===== src/rtl/qed_instruction_buffer_pkg.sv =====
// Shared QED front-end definitions: bubble instruction, mode encoding, default FIFO depth.
package qed_instruction_buffer_pkg;

  localparam int          QED_DEPTH = 8;
  localparam logic [31:0] QED_NOP   = 32'h0000_0013;

  typedef enum logic {
    QED_ORIG = 1'b0,
    QED_DUP  = 1'b1
  } qed_mode_e;

endpackage


===== src/rtl/qed_instruction_buffer_fifo.sv =====
// In-order capture FIFO for original-mode instructions; occupancy is tracked by a
// dedicated counter so full/empty never depend on pointer arithmetic.
module qed_sync_fifo #(
  parameter int DEPTH = 8,
  parameter int AW    = $clog2(DEPTH),
  parameter int CW    = $clog2(DEPTH) + 1
) (
  input  logic          clk,
  input  logic          reset_x,
  input  logic          flush,
  input  logic          push,
  input  logic          pop,
  input  logic [31:0]   wr_data,
  output logic [31:0]   rd_data,
  output logic [CW-1:0] count,
  output logic          full,
  output logic          empty
);

  logic [31:0]   mem [DEPTH];
  logic [AW-1:0] wr_ptr_reg, wr_ptr_next;
  logic [AW-1:0] rd_ptr_reg, rd_ptr_next;
  logic [CW-1:0] count_reg, count_next;
  logic          do_push, do_pop;

  assign full    = (count_reg == CW'(DEPTH));
  assign empty   = (count_reg == '0);
  assign count   = count_reg;
  assign do_push = push & ~full & ~flush;
  assign do_pop  = pop & ~empty & ~flush & ~push;
  assign rd_data = mem[rd_ptr_reg];

  always_comb begin
    wr_ptr_next = wr_ptr_reg;
    rd_ptr_next = rd_ptr_reg;
    count_next  = count_reg;
    if (flush) begin
      wr_ptr_next = '0;
      rd_ptr_next = '0;
      count_next  = '0;
    end else if (do_push) begin
      wr_ptr_next = wr_ptr_reg + AW'(1);
      count_next  = count_reg + CW'(1);
    end else if (do_pop) begin
      rd_ptr_next = rd_ptr_reg + AW'(1);
      count_next  = count_reg - CW'(1);
    end
  end

  always_ff @(posedge clk or negedge reset_x) begin
    if (!reset_x) begin
      wr_ptr_reg <= '0;
      rd_ptr_reg <= '0;
      count_reg  <= '0;
    end else begin
      wr_ptr_reg <= wr_ptr_next;
      rd_ptr_reg <= rd_ptr_next;
      count_reg  <= count_next;
    end
  end

  // Storage carries no reset so it can map onto block RAM.
  always_ff @(posedge clk) begin
    if (do_push) begin
      mem[wr_ptr_reg] <= wr_data;
    end
  end

endmodule


===== src/rtl/qed_instruction_buffer.sv =====
// Registers fetched instructions for the QED modifier; captures them in original mode
// and replays them in duplicate mode.
module qed_instruction_buffer
  import qed_instruction_buffer_pkg::*;
#(
  parameter int          DEPTH = QED_DEPTH,
  parameter logic [31:0] NOP   = QED_NOP,
  parameter int          CW    = $clog2(DEPTH) + 1
) (
  input  logic          clk,
  input  logic          reset_x,
  input  logic          qed_ena,
  input  logic          exec_dup,
  input  logic          stall,
  input  logic          flush,
  input  logic [31:0]   ifu_instruction,
  input  logic          ifu_valid,
  output logic          ifu_ready,
  output logic [31:0]   qic_qimux_instruction,
  output logic          qic_valid,
  output logic [CW-1:0] fifo_count,
  output logic          fifo_full,
  output logic          fifo_empty
);

  qed_mode_e   mode;
  logic        accept;
  logic        push, pop;
  logic [31:0] fifo_rd_data;
  logic [31:0] instr_reg, instr_next;
  logic        valid_reg, valid_next;

  assign mode      = qed_mode_e'(exec_dup);
  assign ifu_ready = ~stall & (~qed_ena | ((mode == QED_ORIG) & ~fifo_full));
  assign accept    = ifu_valid & ifu_ready;
  assign push      = qed_ena & (mode == QED_ORIG) & accept & ~flush;
  assign pop       = qed_ena & (mode == QED_DUP) & ~stall & ~fifo_empty & ~flush;

  qed_sync_fifo #(
    .DEPTH (DEPTH)
  ) u_fifo (
    .clk     (clk),
    .reset_x (reset_x),
    .flush   (flush),
    .push    (push),
    .pop     (pop),
    .wr_data (ifu_instruction),
    .rd_data (fifo_rd_data),
    .count   (fifo_count),
    .full    (fifo_full),
    .empty   (fifo_empty)
  );

  always_comb begin
    instr_next = NOP;
    valid_next = 1'b0;
    if (!qed_ena) begin
      instr_next = ifu_instruction;
      valid_next = ifu_valid;
    end else if (mode == QED_ORIG) begin
      if (accept) begin
        instr_next = ifu_instruction;
        valid_next = 1'b1;
      end
    end else if (!fifo_empty) begin
      instr_next = fifo_rd_data;
      valid_next = 1'b1;
    end
  end

  // Flush overrides stall so a squashed bubble always reaches the modifier.
  always_ff @(posedge clk or negedge reset_x) begin
    if (!reset_x) begin
      instr_reg <= NOP;
      valid_reg <= 1'b0;
    end else if (flush) begin
      instr_reg <= NOP;
      valid_reg <= 1'b0;
    end else if (!stall) begin
      instr_reg <= instr_next;
      valid_reg <= valid_next;
    end
  end

  assign qic_qimux_instruction = instr_reg;
  assign qic_valid             = valid_reg;

endmodule

===== config.mk =====
export PLATFORM = sky130hd
export DESIGN_NAME = qed_instruction_buffer
export DESIGN_NICKNAME = d
export VERILOG_FILES = /design/src/rtl/qed_instruction_buffer_pkg.sv /design/src/rtl/qed_instruction_buffer_fifo.sv /design/src/rtl/qed_instruction_buffer.sv
export SDC_FILE = /design/constraint.sdc
export NUM_CORES = 1
export LEC_CHECK = 0
export CORE_MARGIN = 3
export CORE_UTILIZATION = 50
export DETAILED_ROUTE_END_ITERATION = 10
export MAX_ROUTING_LAYER = met4
export PLACE_DENSITY_LB_ADDON = 0.05
export SLEW_MARGIN = 20
export SYNTH_ARGS = -nofsm -noshare
export SYNTH_HDL_FRONTEND = slang
export SYNTH_SLANG_ARGS = --single-unit

===== constraint.sdc =====
create_clock -name clk -period 3.03 [get_ports clk]
set_input_delay 0.7575 -clock clk [delete_from_list [all_inputs] [get_ports clk]]
set_output_delay 0.7575 -clock clk [all_outputs]
set_load 0.03 [all_outputs]

==> impl_metrics.tcl <==
set metrics [dict create \
    final.period_utilization_pct 96.7 \
    clkPwrFrac_pct 40.3 \
    grt_pass1_wl_mm 42.1 \
    r2r_start "u_fifo.count[3]" \
    dp_hpwl_mm 16.6 \
    slew_headroom_pct 51.6 \
    row_count 55 \
    core_mm2 0.0230 \
    critPathArrivalTime_ps 2170 \
    startpoint_type "flop" \
    synth_area_leaders "edfxtp_1 (65%), dfrtp_1 (8.4%), mux2i_1 (8.3%)" \
    rsz0062_at_grt "no" \
    io_buffers 78 \
    clock_skew_ps 13.1 \
    p_seq_share_pct 53.8 \
    slowest_stage "clkdlybuf4s50_1" \
    yosysWarnings 0 \
    cts_buffer_depth 3 \
    fin_nets 864 \
    overflow 0 \
    synth_cell_types 49 \
    synth_top_cell_by_area "edfxtp_1" \
    drc 0 \
    ir_drop_mv 0.443 \
    p_int_uw 6620 \
    drive_gt1_share_pct 15.8 \
    vias_per_cell 5.74 \
    combPwrFrac_pct 5.8 \
    dieWidth_um 160 \
    max_freq_mhz 341 \
    place_congestion 0.762 \
    vias 6637 \
    synth_seq_cells 299 \
    drt_iter0_drc 432 \
    path_cells "nor4b_4 -> clkdlybuf4s50_1" \
    numCtsBuffers 31 \
    crit_family "buffers and inverters" \
    worstReg2RegEnd "u_fifo.count[3]" \
    busiest_layer "met2" \
    grt_start_max_net_pins 34 \
    grt_pass1_vias 7142 \
    die_area_mm2 0.0257 \
    synth_area_mm2 0.0119 \
    root_buffer "clkbuf_16" \
    postPlaceCellArea_mm2 0.0134 \
    grt_use_met2_pct 35.8 \
    hold_path_class "input pin to async pin" \
    reg2reg_slack_ps 680 \
    syn_inst 712 \
    finalSetupViolations 0 \
    async_flop_share_pct 14.4 \
    leakage_uw 0.00464 \
    tritoncts "yes" \
    crit_path_end_kind "output port" \
    worstPathRequired_ps 2270 \
    clkSlewWorstSetupHoldPaths_ps 60 \
    synthToLayoutAreaGrowth_pct 20.8 \
    status "completed" \
    p_switching_uw 1820 \
    firstDrtPassIters 5 \
    routedWlPerCell_um 23.2 \
    met3_usage_pct 3.99 \
    io_pins 79 \
    post-route-min-period_ps 2930 \
    multiInputGateArea_mm2 0.00297 \
    die_height_um 160 \
    num_antenna_cells 0 \
    swShare_pct 21.6 \
    syn_area_per_cell_um2 16.7 \
    start_util_pct 51.7 \
    met1_usage_pct 28.8 \
    largest_reg_flops 256 \
    path_max_fanout 6 \
    antenna_left 0 \
    clock_latency_ps 550 \
    fillers 1725 \
    hold_viol 0 \
    cts.sinks 299 \
    fin_area_mm2 0.0144 \
    holdWs_ps 188 \
    synth_edf_count 256 \
    maxCapViolations 0 \
    drv_slew 0 \
    drt-total-wl_mm 26.8 \
    post-synth-top-area-fraction_pct 64.7 \
    power_density_mw_per_mm2 588 \
    grt_antenna_before_repair 0 \
    ctsHoldBuffers 0 \
    grt_util_all_layers_pct 21.8 \
    worstRegToRegCells 7 \
    crit_type "flop to output port" \
    cts_max_level 1 \
    synth_flop_cell "edfxtp_1" \
    worst_slew_pin_slew_ps 726 \
    seq_area_mm2 0.00877 \
    cp.depth 2 \
    syn-num-nets 756 \
    cp_num_buf_inv 1 \
    max_stage_delay_ps 740 \
    yosysSeqAreaShare_pct 73.8 \
]
==> worst reg2reg max path, cell delays in order, from the launching register on <==
cell	delay [ps]
dfrtp_1	450
nor4b_4	180
or4_4	590
ha_1	300
a21o_1	100
a21oi_1	80
or4b_1	470
o311ai_1	80
==> synth_stat cells, drive strengths merged (2+ instances only) <==
master / count
buf: 19
o21a: 3
mux2: 12
dfstp: 3
a22o: 6
or2: 2
o22a: 3
dfrtp: 40
nor2: 37
ha: 4
nand2b: 9
and3b: 2
o22ai: 50
o31ai: 26
xnor2: 3
nor3: 30
nor4: 2
mux2i: 98
mux4: 14
edfxtp: 256
clkbuf: 25
inv: 4
nand2: 39
o21ai: 9
==> how the worst max path moves through the flow <==
stage                     from                to  slack, ps
3_5_place_dp         ifu_valid   u_fifo.count[3]          6
3_3_place_gp         ifu_valid   u_fifo.count[3]         -7
5_1_grt        u_fifo.count[1]         fifo_full          7
6_report       u_fifo.count[1]         fifo_full        100
4_1_cts        u_fifo.count[1]         ifu_ready         20
2_1_floorplan            stall  u_fifo.mem[2][0]       -130
==> logic make-up after synthesis <==
logic type,share of synthesized area (%)
and+or+nand+nor,5.41
AOI/OAI and AO/OA,5.91
DFF,73.8
xor gates and xnor gates,0.295
adders and majority gates,0.590
buffers and inverters,1.99
muxes,12.0
==> stage by stage <==
step | util, % | TNS [ps] | instances | power (µW) | worst slack, ps
2_1_floorplan | - | -19840 | 712 | 4860 | -127
3_3_place_gp | 58.4 | -6.88 | 1099 | 5120 | -6.88
3_5_place_dp | 58.4 | 0 | 1099 | 5120 | 5.74
4_1_cts | 62.4 | 0 | 1156 | 8520 | 16.5
5_1_grt | 62.5 | 0 | 1157 | 8750 | 6.55
6_report | 62.5 | 0 | 1157 | 8440 | 99.7
==> power by group through the flow <==
stage	sequential (µW)	combinational [µW]	clock, µW
global placement	4620	490	0
floorplan	4680	182	0
detailed placement	4630	498	0
global route	4550	533	3670
CTS	4540	499	3470
finish	4540	494	3400
==> layout make-up <==
type                       instances  share of cell area, %
sequential                       299                   61.1
multi-input combinational        365                   20.7
timing repair buffer             119                   8.96
clock buffer                      40                   5.71
tap                              313                   2.73
clock inverter                    17                  0.688
inverter                           4                  0.122
==> per-layer routing <==
metal | wire (µm) | share of wire (%)
met5 | 0 | 0
met2 | 13200 | 49
met4 | 523 | 2.0
met3 | 1680 | 6.3
met1 | 11400 | 42
==> cell usage in the layout, fill, tap and decap left out, drive strengths merged, types with 26 or more instances in the layout <==
cell / count
o31ai: 26
nor2: 37
clkbuf: 40
dfrtp: 40
clkdlybuf4s50: 76
o22ai: 50
edfxtp: 256
nand2: 39
mux2i: 98
buf: 42
nor3: 30
==> what timing repair did <==
action                                  in CTS  in global routing
setup buffers                                0                  1
endpoints found under the setup margin       0                  2
gates resized for setup                      0                  1
(Power assumes the default switching activity.)
